==> config.mk <==
export PLATFORM = sky130hd
export DESIGN_NAME = poker_game_ctrl
export DESIGN_NICKNAME = d
export VERILOG_FILES = /design/src/rtl/poker_pkg.sv /design/src/rtl/poker_payout_lut.sv /design/src/rtl/poker_game_ctrl.sv
export SDC_FILE = /design/constraint.sdc
export NUM_CORES = 1
export LEC_CHECK = 0
export CAP_MARGIN = 20
export CORE_MARGIN = 4
export CORE_UTILIZATION = 50
export DETAILED_ROUTE_END_ITERATION = 6
export MAX_ROUTING_LAYER = met4
export PLACE_DENSITY = 0.77
export SLEW_MARGIN = 20
export SYNTH_ARGS = -nofsm -noshare
export SYNTH_HDL_FRONTEND = slang
export SYNTH_SLANG_ARGS = --single-unit
==> constraint.sdc <==
create_clock -name clk -period 8.31 [get_ports clk]
set_input_delay 2.0775 -clock clk [delete_from_list [all_inputs] [get_ports clk]]
set_output_delay 2.0775 -clock clk [all_outputs]
set_load 0.01 [all_outputs]
==> src/rtl/poker_pkg.sv <==
// Shared definitions for the video-poker game sequencer: state codes, hand values,
// payout multipliers and slot-scan helper.
package poker_pkg;

   typedef logic [2:0] state_t;

   localparam state_t ST_IDLE    = 3'd0;
   localparam state_t ST_DEAL    = 3'd1;
   localparam state_t ST_HOLD    = 3'd2;
   localparam state_t ST_DRAW    = 3'd3;
   localparam state_t ST_RESOLVE = 3'd4;
   localparam state_t ST_PAYOUT  = 3'd5;

   localparam logic [3:0] HV_NONE     = 4'd0;
   localparam logic [3:0] HV_JACKS    = 4'd1;
   localparam logic [3:0] HV_TWO_PAIR = 4'd2;
   localparam logic [3:0] HV_TRIPS    = 4'd3;
   localparam logic [3:0] HV_STRAIGHT = 4'd4;
   localparam logic [3:0] HV_FLUSH    = 4'd5;
   localparam logic [3:0] HV_FULL     = 4'd6;
   localparam logic [3:0] HV_QUADS    = 4'd7;
   localparam logic [3:0] HV_STR_FL   = 4'd8;
   localparam logic [3:0] HV_ROYAL    = 4'd9;

   localparam int unsigned NUM_SLOTS = 5;
   localparam logic [2:0]  NO_SLOT   = 3'd5;

   function automatic logic [15:0] payout_mult(input logic [3:0] v);
      case (v)
         HV_NONE:     return 16'd0;
         HV_JACKS:    return 16'd1;
         HV_TWO_PAIR: return 16'd2;
         HV_TRIPS:    return 16'd3;
         HV_STRAIGHT: return 16'd4;
         HV_FLUSH:    return 16'd6;
         HV_FULL:     return 16'd9;
         HV_QUADS:    return 16'd25;
         HV_STR_FL:   return 16'd50;
         HV_ROYAL:    return 16'd250;
         default:     return 16'd0;
      endcase
   endfunction

   // Lowest slot at or above start whose hold bit is clear; NO_SLOT if none remain.
   function automatic logic [2:0] first_unheld(input logic [4:0] mask, input logic [2:0] start);
      logic [2:0] r;
      logic       found;
      r     = NO_SLOT;
      found = 1'b0;
      for (int unsigned i = 0; i < NUM_SLOTS; i++) begin
         if (!found && (3'(i) >= start) && !mask[i]) begin
            r     = 3'(i);
            found = 1'b1;
         end
      end
      return r;
   endfunction

endpackage

==> src/rtl/poker_payout_lut.sv <==
// Combinational payout: hand value multiplier times bet.
module poker_payout_lut
   import poker_pkg::*;
(
   input  logic [3:0]  value_i,
   input  logic [2:0]  bet_i,
   output logic [15:0] win_o
);

   always_comb win_o = payout_mult(value_i) * {13'd0, bet_i};

endmodule

==> src/rtl/poker_game_ctrl.sv <==
// Video-poker game sequencer: deck fetch handshake, 5-card hand registers,
// resolver handshake, payout and credit/bet bookkeeping.
module poker_game_ctrl
   import poker_pkg::*;
#(
   parameter int unsigned CREDIT_W = 16,
   parameter int unsigned MAX_BET  = 5
)
(
   input  logic                clk,
   input  logic                reset,
   input  logic                coin,
   input  logic                bet_btn,
   input  logic                deal_btn,
   input  logic [4:0]          hold,
   input  logic                draw_btn,
   output logic                card_req,
   input  logic                card_ack,
   input  logic [3:0]          card_rank,
   input  logic [1:0]          card_suit,
   output logic [3:0]          rank0,
   output logic [3:0]          rank1,
   output logic [3:0]          rank2,
   output logic [3:0]          rank3,
   output logic [3:0]          rank4,
   output logic [1:0]          suit0,
   output logic [1:0]          suit1,
   output logic [1:0]          suit2,
   output logic [1:0]          suit3,
   output logic [1:0]          suit4,
   output logic                resolve,
   input  logic                resolved,
   input  logic [3:0]          value,
   output logic [CREDIT_W-1:0] credits,
   output logic [2:0]          bet,
   output logic [15:0]         win,
   output logic [2:0]          state
);

   localparam int unsigned     SUM_W    = ((CREDIT_W > 16) ? CREDIT_W : 16) + 2;
   localparam logic [SUM_W-1:0] CRED_MAX = SUM_W'({CREDIT_W{1'b1}});
   localparam logic [2:0]      BET_MAX  = 3'(MAX_BET);

   state_t              state_q, state_d;
   logic [2:0]          idx_q, idx_d;
   logic [4:0]          hold_q, hold_d;
   logic                req_q, req_d;
   logic                res_q, res_d;
   logic [3:0]          value_q, value_d;
   logic [CREDIT_W-1:0] credits_q, credits_d;
   logic [2:0]          bet_q, bet_d;
   logic [15:0]         win_q, win_d;
   logic [3:0]          rank_q [NUM_SLOTS];
   logic [3:0]          rank_d [NUM_SLOTS];
   logic [1:0]          suit_q [NUM_SLOTS];
   logic [1:0]          suit_d [NUM_SLOTS];

   logic                card_take;
   logic                deal_ok;
   logic [2:0]          next_slot;
   logic [15:0]         lut_win;
   logic [15:0]         credit_add;
   logic [2:0]          credit_sub;
   logic [SUM_W-1:0]    credit_sum;

   poker_payout_lut u_payout (
      .value_i (value_q),
      .bet_i   (bet_q),
      .win_o   (lut_win)
   );

   assign card_take = req_q & card_ack;
   assign deal_ok   = deal_btn && (SUM_W'(credits_q) >= SUM_W'(bet_q));
   assign next_slot = first_unheld(hold_q, idx_q + 3'd1);

   always_comb begin
      state_d    = state_q;
      idx_d      = idx_q;
      hold_d     = hold_q;
      req_d      = req_q;
      res_d      = res_q;
      value_d    = value_q;
      bet_d      = bet_q;
      win_d      = win_q;
      rank_d     = rank_q;
      suit_d     = suit_q;
      credit_add = '0;
      credit_sub = '0;

      for (int unsigned i = 0; i < NUM_SLOTS; i++) begin
         if (card_take && (idx_q == 3'(i))) begin
            rank_d[i] = card_rank;
            suit_d[i] = card_suit;
         end
      end
      // Every accepted card forces a one-cycle gap in card_req.
      if (card_take) req_d = 1'b0;

      case (state_q)
         ST_IDLE: begin
            if (deal_ok) begin
               state_d    = ST_DEAL;
               idx_d      = '0;
               win_d      = '0;
               req_d      = 1'b1;
               credit_sub = bet_q;
            end else if (bet_btn) begin
               bet_d = (bet_q == BET_MAX) ? 3'd1 : bet_q + 3'd1;
            end
         end
         ST_DEAL: begin
            if (card_take) begin
               if (idx_q == 3'd4) state_d = ST_HOLD;
               else               idx_d   = idx_q + 3'd1;
            end else begin
               req_d = 1'b1;
            end
         end
         ST_HOLD: begin
            if (draw_btn) begin
               hold_d  = hold;
               idx_d   = first_unheld(hold, 3'd0);
               req_d   = (hold != '1);
               state_d = ST_DRAW;
            end
         end
         ST_DRAW: begin
            if (card_take) begin
               if (next_slot == NO_SLOT) begin
                  state_d = ST_RESOLVE;
                  res_d   = 1'b1;
               end else begin
                  idx_d = next_slot;
               end
            end else if (hold_q == '1) begin
               state_d = ST_RESOLVE;
               res_d   = 1'b1;
            end else begin
               req_d = 1'b1;
            end
         end
         ST_RESOLVE: begin
            if (res_q && resolved) begin
               value_d = value;
               res_d   = 1'b0;
               state_d = ST_PAYOUT;
            end
         end
         ST_PAYOUT: begin
            win_d      = lut_win;
            credit_add = lut_win;
            state_d    = ST_IDLE;
         end
         default: begin
            state_d = ST_IDLE;
            req_d   = 1'b0;
            res_d   = 1'b0;
         end
      endcase
   end

   // Coin, debit and payout fold into one sum so saturation is applied once.
   always_comb begin
      credit_sum = SUM_W'(credits_q) + SUM_W'(coin) + SUM_W'(credit_add) - SUM_W'(credit_sub);
      credits_d  = (credit_sum > CRED_MAX) ? credits_q | '1 : credit_sum[CREDIT_W-1:0];
   end

   always_ff @(posedge clk) begin
      if (reset) begin
         state_q   <= ST_IDLE;
         idx_q     <= '0;
         hold_q    <= '0;
         req_q     <= 1'b0;
         res_q     <= 1'b0;
         value_q   <= '0;
         credits_q <= '0;
         bet_q     <= 3'd1;
         win_q     <= '0;
         rank_q    <= '{default: '0};
         suit_q    <= '{default: '0};
      end else begin
         state_q   <= state_d;
         idx_q     <= idx_d;
         hold_q    <= hold_d;
         req_q     <= req_d;
         res_q     <= res_d;
         value_q   <= value_d;
         credits_q <= credits_d;
         bet_q     <= bet_d;
         win_q     <= win_d;
         rank_q    <= rank_d;
         suit_q    <= suit_d;
      end
   end

   assign card_req = req_q;
   assign resolve  = res_q;
   assign credits  = credits_q;
   assign bet      = bet_q;
   assign win      = win_q;
   assign state    = state_q;
   assign rank0    = rank_q[0];
   assign rank1    = rank_q[1];
   assign rank2    = rank_q[2];
   assign rank3    = rank_q[3];
   assign rank4    = rank_q[4];
   assign suit0    = suit_q[0];
   assign suit1    = suit_q[1];
   assign suit2    = suit_q[2];
   assign suit3    = suit_q[3];
   assign suit4    = suit_q[4];

endmodule

* After elaboration in Yosys (flattened, before gate mapping)
Memories as Yosys holds them, arrays and structs flattened. A register that Yosys moved wholly into a read port is not among the register bits.
Cells that the tools add are included.
** Cells by class
- $add $sub $neg :: 5
- $lt $le $gt $ge :: 7
- Muxes and demuxes :: 63
- Bitwise logic cells :: 3
- Eq/ne operators :: 23
- $mul :: 1
- Reductions and logical operators :: 50
** Operators with widths (number)
- $mux W3 :: 27
- $mux W16 :: 3
- $pmux W16 S2 :: 1
- $mux W1 :: 26
- $logic_and A1 B1 Y1 :: 20
- $add A17 B16 Y18 :: 1
- $gt A18 B16 Y1 const B :: 1
- $sub A18 B3 Y18 :: 1
- $add A16 B1 Y17 :: 1
- $logic_not A1 Y1 :: 17
- $ge A16 B3 Y1 :: 1
- $mul A16 B3 Y16 :: 1
- $ne A2 B2 Y1 const B :: 8
- $eq A3 B3 Y1 const B :: 5
- $pmux W3 S5 :: 1
- $reduce_and A7 Y1 :: 2
- $eq A3 B2 Y1 const B :: 4
- $pmux W3 S4 :: 1
- $mux W4 :: 2
- $add A3 B1 Y3 const B :: 2
- $eq A3 B1 Y1 const B :: 2
- $ge A1 B3 Y1 const A :: 2
- $ge A2 B3 Y1 const A :: 2
- $logic_not A3 Y1 :: 2
- 15 further kinds :: 19
** Word-level totals
- Logic and storage cells :: 172
- Memory bits (read-only) :: 128
- Flip-flop bits (word level) :: 82
- Bits of input ports :: 23
- Memories kept :: 1
** Memory list
- (name not given) :: depth 16, bits a word 8, read ports 1, clocked after Yosys merged registers in 1, write ports 0, line poker_pkg.sv:29 : case (v)

* Longest topological paths before layout
Gate-level depths: netlist (run 1).
- Depth in word-level cells :: 24
- Gate-level depth with buffers :: 21
- Depth with buffers taken out :: 19

* Cells and area by module
Synthesis (run 1) repeated with hierarchy kept, for this count alone.
** Unflattened totals
- Cell total of the unflattened synthesis :: 666
- Area total of the unflattened synthesis :: 5511.5 µm²
** By module, submodules not included
- poker_game_ctrl :: area an instance 4767.1 µm², cells each 571, sequential area each 1641.6 µm², instances 1
- poker_payout_lut :: area an instance 744.5 µm², cells each 95, sequential area each 0.0 µm², instances 1

* Worst setup path after synthesis (run 1)
OpenSTA, ideal clock, no wires.
- Kind :: input to register
- From :: in deal_btn
- To :: reg credits_q[10], in the netlist credits[10]
- Path slack :: 3289 ps
- Library setup time :: 132 ps
- Stages on the path :: 13
- Path buffers :: 1
- Data arrival time :: 4889 ps
- Data required time :: 8178 ps
- Path through :: and3_1 > and2_1 > nand2_1 > fa_1 > inv_1 > fa_1 > nand2b_1 > a21o_1 > a31o_1 > a311o_1 > a22oi_2 > buf_2 > a21oi_1
** Between the ends
- Cells in the longest elaborated chain, start to end :: 6
** RTL lines
- from (decl) :: line poker_game_ctrl.sv:14 : input logic deal_btn,
- $logic_and A1 B1 Y1 * :: line poker_game_ctrl.sv:73 : assign deal_ok = deal_btn && (SUM_W'(credits_q) >= SUM_W'(bet_q));
- $mux W3 * :: line poker_game_ctrl.sv:101 : if (deal_ok) begin
- $mux W3 * :: line poker_game_ctrl.sv:99 : case (state_q)
- $sub A18 B3 Y18 * :: line poker_game_ctrl.sv:164 : credit_sum = SUM_W'(credits_q) + SUM_W'(coin) + SUM_W'(credit_add) - SUM_W'(credit_sub);
- $gt A18 B16 Y1 :: line poker_game_ctrl.sv:165 : credits_d = (credit_sum > CRED_MAX) ? credits_q | '1 : credit_sum[CREDIT_W-1:0];
- $mux W16 * :: line poker_game_ctrl.sv:165
- to (signal assigned) :: line poker_game_ctrl.sv:188 : credits_q <= credits_d;
- to (decl) :: line poker_game_ctrl.sv:50 : logic [CREDIT_W-1:0] credits_q, credits_d;
Every way passes the cells marked *; elsewhere a longest branch is shown, timed or not.
A chain may end at the register's enable or synchronous reset.

* Worst setup path after layout (run 1)
- From :: in deal_btn
- To :: reg credits_q[5], in the netlist credits[5]
The elaborated chain is that of the path after synthesis.

==> run metrics, run 1 <==
Power Dens Cells roughly 290 mW/mm^2; largest family of logic cells by synthesized area simple AND/OR/NAND/NOR gates; Vias/cell 5.52; worst flop-to-flop path endpoint credits[5]; critical path's largest stage delay between 0.6 and 0.7 ns; layout cells sized above 1 roughly 4%; setup_tns 0 ns; # Post-CTS Setup Buffers 0; total track usage around 22%; Synth cell types 64; max-cap viol count 0; IO Port Bufs just under 90; overall power 1.89 mW; post-CTS sizing 0; placed cells between 800 and 900; slowest CP cell a22oi_2; Yosys warnings 0; Post-DP HPWL around 10000 um; Die H roughly 110 um; site row count 37; Sink Count between 80 and 90; FILL cells about 920; fin nets 815; Core Area ~0.010 sq mm; Post-Synth Adder-Cell Area 15.5%; first-pass GRT wire length between 20000 and 25000 um; Die Wd approximately 110 um; Critical Path Sink Type flop; Arrival @ worst endpoint between 5 and 6 ns; Tmin final ~5.6 ns; CP bufs+invs 2; Hold Buf Count CTS 0; crit-path cells clkdlybuf4s50_1, and3_1, and2_1, nand2_1, fa_1, inv_1, fa_1, nand2b_1, a21o_1, a31o_1, a311o_1, a22oi_2, a21oi_1; Fin. Hold Viols 0; Final ANT Viol Nets 0; largest net degree at the start of global routing 79; maximum VDD drop approximately 0.00023 V; synthesized instance count between 600 and 700; most used cell, CP fa_1; routability cong. 0.929; Startpoint Class primary input; CTS tree done; cell count of the worst reg-to-reg path 18; ys async rst share 0%; Synth top cells by count 87 x nand2_1, 85 x a21oi_1, 84 x dfxtp_1; DR iter-0 viols about 230; initial antenna violation count 0; Slew Limit Fails 0; post-synthesis mux area share under 10%; Yosys top cell area share a little under a third; reg2reg setup slack approximately 2.9 ns; status completed; clock root cell clkbuf_8; vias in the first global route between 4000 and 5000; final WL around 13000 um; CTS buffer count 9; Post-synth EDFFs 0; area grow syn2layout 21.5%; leakage power around 2.7 nW; mapped cell area around 0.0053 sq mm; Required @ worst endpoint between 8 and 9 ns; fmax between 150 and 200 MHz; worst-skew pair later-pin latency between 0.3 and 0.4 ns; endpoints failing setup 0; drt wl/cell between 15 and 20 um; Starting Density approximately half; CTS Buffer Depth 2; beginning of the worst hold path rank4[2]; unrepaired setup endpoints after global routing false; final worst-path cycle share between 60% and 70%; cell family with most CP delay compound AO/OA/AOI/OAI gates; FF+latch count, synth 84; CP max FO 15; Seq/Total Area, Yosys between 30% and 40%; H-tree depth 3; Placed Area 0.00622 sq mm; DRT Pass-1 Iters 4; final core utilization 62.1%; synth top area cells dfxtp_1 32%, ha_1 11%, a21oi_1 8.1%; Crit. path cell count 13; worst hold path type reg2reg; clk slew on worst S/H paths 0.09 ns; mean post-synth cell area roughly 8 sq um; Post-Synth XOR/XNOR Area between 2 and 3%; Worst Hold End rank4[2]; GRT Residual Overflow 0; Boundary Pins between 90 and 100; via count 4828; most common cell in the netlist nand2_1; compound-gate portion of the synthesized area between 15 and 20%; Top FF cell, synth dfxtp_1; final instance area ~0.0064 sq mm; die area 0.0123 sq mm; non-filler instance count after layout a little under 900; Crit Path Category in2reg; reg2reg start bet[1]; Worst Max-Slew Pin Slew slightly below 1 ns; slew margin rel. between 30% and 40%; ant diodes 0; fraction of the mapped netlist area in simple logic gates a little over 20%; hold path cells 2; clk_skew around 0.011 ns; Yosys top cell by area dfxtp_1; Post-route DRC 0
[layer usage]
| layer | global-route usage [%] | vias to the layer above | part of all wire (%) | routed length (um) |
|---|---|---|---|---|
| met5 | - | - | 0 | 0 |
| met4 | 6.16 | 0 | 1.5 | 201 |
| met3 | 3.38 | 16 | 4.2 | 554 |
| met2 | 35.6 | 119 | 47 | 6290 |
| met1 | 29.2 | 2278 | 47 | 6240 |
| li1 | - | 2415 | - | - |
[worst min-delay path, stage by stage, from the launching register on]
cell and delay (ns):
dfxtp_1 0.32, nand2_1 0.05, a21oi_1 0.05
[cell type report]
type / instances / area [sq um] / share of cell area [%]
sequential: 84 / 1680 / 26.2
clock buffer: 9 / 124 / 1.93
timing repair buffer: 89 / 881 / 13.7
tap: 136 / 170 / 2.65
multi-input combinational: 479 / 3220 / 50.3
inverter: 70 / 263 / 4.10
clock inverter: 7 / 71.3 / 1.11
[metrics by stage]
step	worst slack [ns]	hold WS [ns]
floorplan	3.29	0.481
global placement	2.44	0.443
detailed placement	2.33	0.452
CTS	2.70	0.466
global route	2.33	0.487
finish	2.67	0.462
[how the worst max path moves through the flow]
| stage | start | end |
|---|---|---|
| final | deal_btn | credits[5] |
| after global routing | bet[1] | credits[0] |
| after CTS | deal_btn | credits[5] |
| after detailed placement | deal_btn | credits[1] |
| after global placement | deal_btn | credits[0] |
| after floorplan | deal_btn | credits[10] |
[cell families after synthesis]
group / count (synthesis)
flops: 84
fa+ha+maj: 59
compound gates: 163
mux: 14
xor+xnor: 17
buf+inv: 98
simple gates: 221
other cells: 1
[state kept, by name, indices dropped and copies added (netlist names), 3 cells and up, named ones only]
signal	flops
rank3	4
rank0	4
bet	3
rank2	4
hold_q	5
value_q	4
state	3
rank1	4
credits	16
win	11
rank4	4
idx_q	3
[where the power goes]
part	switching, mW	total, mW	internal [mW]
Clock	0.172	0.289	0.117
Sequential	0.0623	0.521	0.459
Combinational	0.602	1.08	0.478
[cell usage in the layout (no fill, tap or decap), types with 5 or more instances in the layout]
master	instances
nand4_1	5
xnor2_1	9
nand3_1	29
clkbuf_8	9
o21ai_0	16
nand2_1	87
nor3_1	7
nor4_1	6
mux2i_1	14
nand2b_1	7
nor2_1	35
clkdlybuf4s50_1	86
a21o_1	9
dfxtp_1	84
a21oi_1	85
xor2_1	8
and3_1	7
and2_1	14
o41ai_1	5
nor2b_1	10
conb_1	5
fa_1	11
ha_1	48
inv_1	69
(Power assumes the default switching activity.)
==> inputs of run 2 (changes only) <==
==> constraint.sdc (replaced) <==
create_clock -name clk -period 5.7 [get_ports clk]
set_input_delay 1.425 -clock clk [delete_from_list [all_inputs] [get_ports clk]]
set_output_delay 1.425 -clock clk [all_outputs]
set_load 0.01 [all_outputs]
==> run 2 against run 1 <==
  * Clock skew grew 0.0019 ns
  * Setup slack lost 2.3 ns
  * Flip-flop and latch count is the same
  * Via count grew 0.77%
  * Clock power grew 59%
  * Non-clock buffer count grew 1
  * Core utilization grew 0.19 points
  * Critical endpoint is now credits[7]
  * Register-to-register slack lost 2.4 ns
  * Clock-buffer cell count is the same
  * Critical path depth grew 6
  * Critical path type is now reg2reg
  * Combinational power grew 49%
==> run metrics, run 2 (same netlist as run 1, synthesis figures left out) <==
overall power 2.84 mW (was 1.89 mW); setup_tns 0 ns (unchanged); dpl ws 0.448 ns (was 2.33 ns); site row count 37 (unchanged); IO Port Bufs 87 (unchanged); GRT Residual Overflow 0 (unchanged); cell family with most CP delay compound AO/OA/AOI/OAI gates (unchanged); Crit Path Category reg2reg (was in2reg); worst hold path type reg2reg (unchanged); final worst slack 0.413 ns (was 2.67 ns); Starting Density 51.1% (unchanged); reg2reg start bet[0] (was bet[1]); Core Area 0.0103 sq mm (unchanged); Post-route DRC 0 (unchanged); clk_skew 0.0129 ns (was 0.0110 ns); status completed (unchanged); via count 4865 (was 4828); post-CTS sizing 0 (unchanged); Worst Max-Slew Pin Slew 0.985 ns (was 0.991 ns); Fin. Hold Viols 0 (unchanged); first-pass GRT wire length 23100 um (was 22400 um); initial antenna violation count 0 (unchanged); Post-DP HPWL 10600 um (was 10200 um); most frequent cells in the layout 87 x nand2_1, 86 x clkdlybuf4s50_1, 85 x a21oi_1 (unchanged); total track usage 23.3% (was 22.2%); die area 0.0123 sq mm (unchanged); Critical Path Sink Type flop (unchanged); Register Area 0.00168 sq mm (about the same); # Post-CTS Setup Buffers 0 (unchanged); crit-path cells and2_1, fa_1, ha_1, fa_1, a21o_1, a21oi_1, o21bai_1, a2111oi_0, or4_1, ha_1, inv_1, ha_1, nand4_1, a21o_1, a31o_1, a311o_1, a22oi_2, buf_4, a21oi_1 (was clkdlybuf4s50_1, and3_1, and2_1, nand2_1, fa_1, inv_1, fa_1, nand2b_1, a21o_1, a31o_1, a311o_1, a22oi_2, a21oi_1); maximum VDD drop 0.000316 V (was 0.000230 V); Tmin final ~5.3 ns; Arrival @ worst endpoint 5.53 ns (was 5.85 ns); routability cong. 0.983 (was 0.929); Die H 111 um (unchanged); endpoints failing setup 0 (unchanged); ant diodes 0 (unchanged); area grow syn2layout 21.9% (was 21.5%); FILL cells 929 (was 922); largest net degree at the start of global routing 42 (was 79); CTS buffer count 9 (unchanged); CP startpoint bet[0] (was deal_btn); CTS Buffer Depth 2 (unchanged); leakage power 2.71 nW (was 2.70 nW); Slew Limit Fails 0 (unchanged); H-tree depth 3 (unchanged); worst-skew pair later-pin latency 0.39 ns (was 0.37 ns); fmax roughly 190 MHz; most common cell after layout, fill and taps aside nand2_1 (unchanged); DRT Pass-1 Iters 6 (was 4); beginning of the worst hold path rank1[0] (was rank4[2]); CTS tree done (unchanged); Vias/cell 5.56 (was 5.52); Required @ worst endpoint 5.95 ns (was 8.51 ns); critical path's largest stage delay 0.56 ns (was 0.63 ns); fin nets 816 (was 815); vias in the first global route 4743 (was 4713); unrepaired setup endpoints after global routing false (unchanged); Power Dens Cells 441 mW/mm^2 (was 295 mW/mm^2); area of the multi-input gates 0.00322 sq mm (unchanged); CP bufs+invs 2 (unchanged); slowest CP cell dfxtp_1 (was a22oi_2); max-cap viol count 0 (unchanged); Startpoint Class flop (was primary input); Hold Buf Count CTS 0 (unchanged); Sink Count 84 (unchanged); final WL 13800 um (was 13300 um); clk slew on worst S/H paths 0.10 ns (was 0.09 ns); most used cell, CP ha_1 (was fa_1); CP max FO 13 (was 15); layout cells sized above 1 4.33% (was 4.07%); Boundary Pins 93 (unchanged); slew margin rel. 34.3% (was 33.9%); Final ANT Viol Nets 0 (unchanged); clock root cell clkbuf_8 (unchanged); DR iter-0 viols 307 (was 233); max FFs per register 16 (unchanged); Die Wd 111 um (unchanged); final worst-path cycle share roughly 93%; drt wl/cell 15.8 um (was 15.2 um)
==> run 2: routing by layer <==
layer	GRT usage [%]	wire length, um
met1	30.3	6310
met2	35.6	6380
met3	4.80	766
met4	8.78	318
met5	-	0
==> run 2: final cells by class <==
type                       count  area share, %
clock buffer                   9           1.92
tap                          136           2.64
inverter                      70           4.08
timing repair buffer          90           13.8
multi-input combinational    479           50.1
sequential                    84           26.2
clock inverter                 7           1.28
==> run 2: metrics by stage <==
| step | utilization [%] | cell area, sq um | instances | hold slack (ns) |
|---|---|---|---|---|
| final | 62.3 | 6430 | 875 | 0.455 |
| after detailed placement | 60.3 | 6230 | 859 | 0.447 |
| after CTS | 62.3 | 6430 | 875 | 0.460 |
| after floorplan | - | 5290 | 661 | 0.481 |
| after global routing | 62.3 | 6430 | 875 | 0.486 |
| after global placement | 60.3 | 6230 | 859 | 0.443 |
==> run 2: worst reg2reg max path, stage by stage, from the launching register on <==
cell       delay (ns)
dfxtp_1          0.56
and2_1           0.22
fa_1             0.44
ha_1             0.24
fa_1             0.40
a21o_1           0.18
a21oi_1          0.24
o21bai_1         0.11
a2111oi_0        0.43
or4_1            0.24
ha_1             0.14
inv_1            0.04
ha_1             0.39
nand4_1          0.13
a21o_1           0.16
a31o_1           0.24
a311o_1          0.31
a22oi_2          0.37
buf_4            0.24
a21oi_1          0.09
==> run 2: worst paths after layout <==
path                end  slack [ns]  depth (start not counted)
min reg2reg    rank1[0]        0.45                          2
max reg2reg  credits[7]        0.41                         19
max          credits[7]        0.41                         19
min            rank1[0]        0.45                          2
==> run 2: where the power goes <==
part | internal, mW | switching [mW]
combinational | 0.709 | 0.904
sequential | 0.669 | 0.0946
clock | 0.210 | 0.250
total | 1.59 | 1.25
==> inputs of run 3 (changes only) <==
--- a/config.mk
+++ b/config.mk
@@ -11,6 +11,7 @@
 export DETAILED_ROUTE_END_ITERATION = 6
 export MAX_ROUTING_LAYER = met4
 export PLACE_DENSITY = 0.77
+export RECOVER_POWER = 50
 export SLEW_MARGIN = 20
 export SYNTH_ARGS = -nofsm -noshare
 export SYNTH_HDL_FRONTEND = slang
==> run 3 against run 2 <==
  * Hold slack lost 0.0029 ns
  * Non-clock buffer count is the same
  * Total power shrank 0.14%
  * Maximum frequency shrank 0.19%
  * Setup slack lost 0.010 ns
  * Clock power is essentially flat
  * Sequential share of layout area grew 0.082 points
  * Critical path depth is the same
  * Core utilization shrank 0.19 points
==> run metrics, run 3 (same netlist as run 1, synthesis figures left out) <==
slowest CP cell dfxtp_1 (unchanged); Core Area 0.0103 sq mm (unchanged); overall power 2.83 mW (was 2.84 mW); slew margin rel. 35.1% (was 34.3%); Internal 1.58 mW (was 1.59 mW); Post-DP HPWL 10600 um (unchanged); initial antenna violation count 0 (unchanged); Vias/cell 5.57 (was 5.56); CTS tree done (unchanged); Crit. path cell count 19 (unchanged); IO Port Bufs 87 (unchanged); final WL 13700 um (was 13800 um); most frequent cells in the layout 87 x nand2_1, 85 x a21oi_1, 83 x dfxtp_1 (was 87 x nand2_1, 86 x clkdlybuf4s50_1, 85 x a21oi_1); vias in the first global route 4743 (unchanged); DR iter-0 viols 276 (was 307); Tmin final 5.30 ns (was 5.29 ns); final worst-path cycle share 92.9% (was 92.8%); Arrival @ worst endpoint 5.54 ns (was 5.53 ns); CTS buffer count 9 (unchanged); fmax 189 MHz (about the same); H-tree depth 3 (unchanged); Fin. Hold Viols 0 (unchanged); CTS Buffer Depth 2 (unchanged); CP max FO 13 (unchanged); largest net degree at the start of global routing 42 (unchanged); setup_tns 0 ns (unchanged); critical path's largest stage delay 0.56 ns (about the same); sequential share of power 27.0% (was 26.9%); cell family with most CP delay compound AO/OA/AOI/OAI gates (unchanged); final core utilization 62.1% (was 62.3%); most used cell, CP ha_1 (unchanged); most common cell after layout, fill and taps aside nand2_1 (unchanged); Critical Path Sink Type flop (unchanged); Sink Count 84 (unchanged); max-cap viol count 0 (unchanged); GRT Residual Overflow 0 (unchanged); Die Wd 111 um (unchanged); power share of the combinational group 56.8% (was 56.9%); Power Dens Cells 441 mW/mm^2 (about the same); Slew Limit Fails 0 (unchanged); Worst Max-Slew Pin Slew 0.973 ns (was 0.985 ns); clk slew on worst S/H paths 0.10 ns (about the same); fin nets 816 (unchanged); DRT Pass-1 Iters 5 (was 6); first-pass GRT wire length 23100 um (unchanged); worst-skew pair later-pin latency 0.39 ns (about the same); routability cong. 0.983 (unchanged); Die H 111 um (unchanged); Final ANT Viol Nets 0 (unchanged); # Post-CTS Setup Buffers 0 (unchanged); hold path cells 2 (unchanged); Required @ worst endpoint 5.94 ns (was 5.95 ns); area grow syn2layout 21.5% (was 21.9%); maximum VDD drop 0.000317 V (was 0.000316 V); worst flop-to-flop path endpoint credits[7] (unchanged); reg2reg setup slack 0.40 ns (was 0.41 ns); unrepaired setup endpoints after global routing false (unchanged); crit-path cells and2_1, fa_1, ha_1, fa_1, a21o_1, a21oi_1, o21bai_1, a2111oi_0, or4_1, ha_1, inv_1, ha_1, nand4_1, a21o_1, a31o_1, a311o_1, a22oi_2, buf_4, a21oi_1 (unchanged); leakage power 2.78 nW (was 2.71 nW); worst hold path type reg2reg (unchanged); reg2reg start bet[0] (unchanged); max FFs per register 16 (unchanged); Worst Hold End rank1[0] (unchanged); via count 4878 (was 4865); die area 0.0123 sq mm (unchanged); Post-route DRC 0 (unchanged); cell count of the worst reg-to-reg path 19 (unchanged); clock share of power 16.2% (about the same); status completed (unchanged); Boundary Pins 93 (unchanged); FILL cells 932 (was 929); beginning of the worst hold path rank1[0] (unchanged); clk_skew 0.0126 ns (was 0.0129 ns); layout cells sized above 1 4.06% (was 4.33%); Startpoint Class flop (unchanged); site row count 37 (unchanged); Crit Path Category reg2reg (unchanged); endpoints failing setup 0 (unchanged); total track usage 23.3% (unchanged); clock root cell clkbuf_8 (unchanged); Net Switching 1.25 mW (about the same); ant diodes 0 (unchanged); drt wl/cell 15.7 um (was 15.8 um); CP bufs+invs 2 (unchanged); Switching Fraction 44.1% (was 44.0%); Starting Density 51.1% (unchanged)
==> run 3: worst min-delay path, cell delays in order, from the launching register on <==
cell and delay (ns):
dfxtp_1 0.31, nand2_1 0.05, a21oi_1 0.05
==> run 3: through the flow <==
step / setup WS (ns) / instance area, sq um / hold WS (ns) / instances
final: 0.403 / 6410 / 0.452 / 875
after global routing: 0.000341 / 6410 / 0.483 / 875
after CTS: 0.428 / 6430 / 0.460 / 875
after detailed placement: 0.448 / 6230 / 0.447 / 859
after global placement: 0.594 / 6230 / 0.443 / 859
after floorplan: 0.849 / 5290 / 0.481 / 661
==> run 3: worst max path at each step <==
stage	from	end	slack, ns
final	bet[0]	credits[7]	0.40
after global routing	bet[1]	credits[4]	0.0003
after CTS	bet[0]	credits[7]	0.43
after detailed placement	bet[2]	credits[7]	0.45
after global placement	deal_btn	credits[0]	0.59
after floorplan	bet[1]	credits[10]	0.85
==> run 3: layout make-up <==
class	count	area [sq um]	area share, %
well taps	136	170	2.65
multi-input cells	479	3210	50.0
inverters	70	263	4.10
clock inverters	7	82.6	1.29
clock buffers	9	124	1.93
flip-flops and latches	84	1680	26.2
repair buffers	90	885	13.8
==> run 3: repair_timing <==
item                                    CTS  global route
hold buffers                              0             0
gates resized for setup                   0             1
endpoints found under the setup margin    0             2
==> run 3: metal layers <==
metal | vias to the layer above | track usage [%] | part of all wire, %
met5 | - | - | 0
met4 | 0 | 8.78 | 2.7
met3 | 35 | 4.80 | 5.4
met2 | 159 | 35.6 | 46
met1 | 2275 | 30.3 | 46
li1 | 2409 | - | -
==> run 3: power by group through the flow <==
stage          logic (mW)  clock network, mW  registers, mW
3_5_place_dp         1.59                  0          0.775
2_1_floorplan        1.12                  0          0.774
3_3_place_gp         1.54                  0          0.772
4_1_cts              1.60              0.466          0.762
5_1_grt              1.80              0.494          0.774
6_report             1.61              0.459          0.763
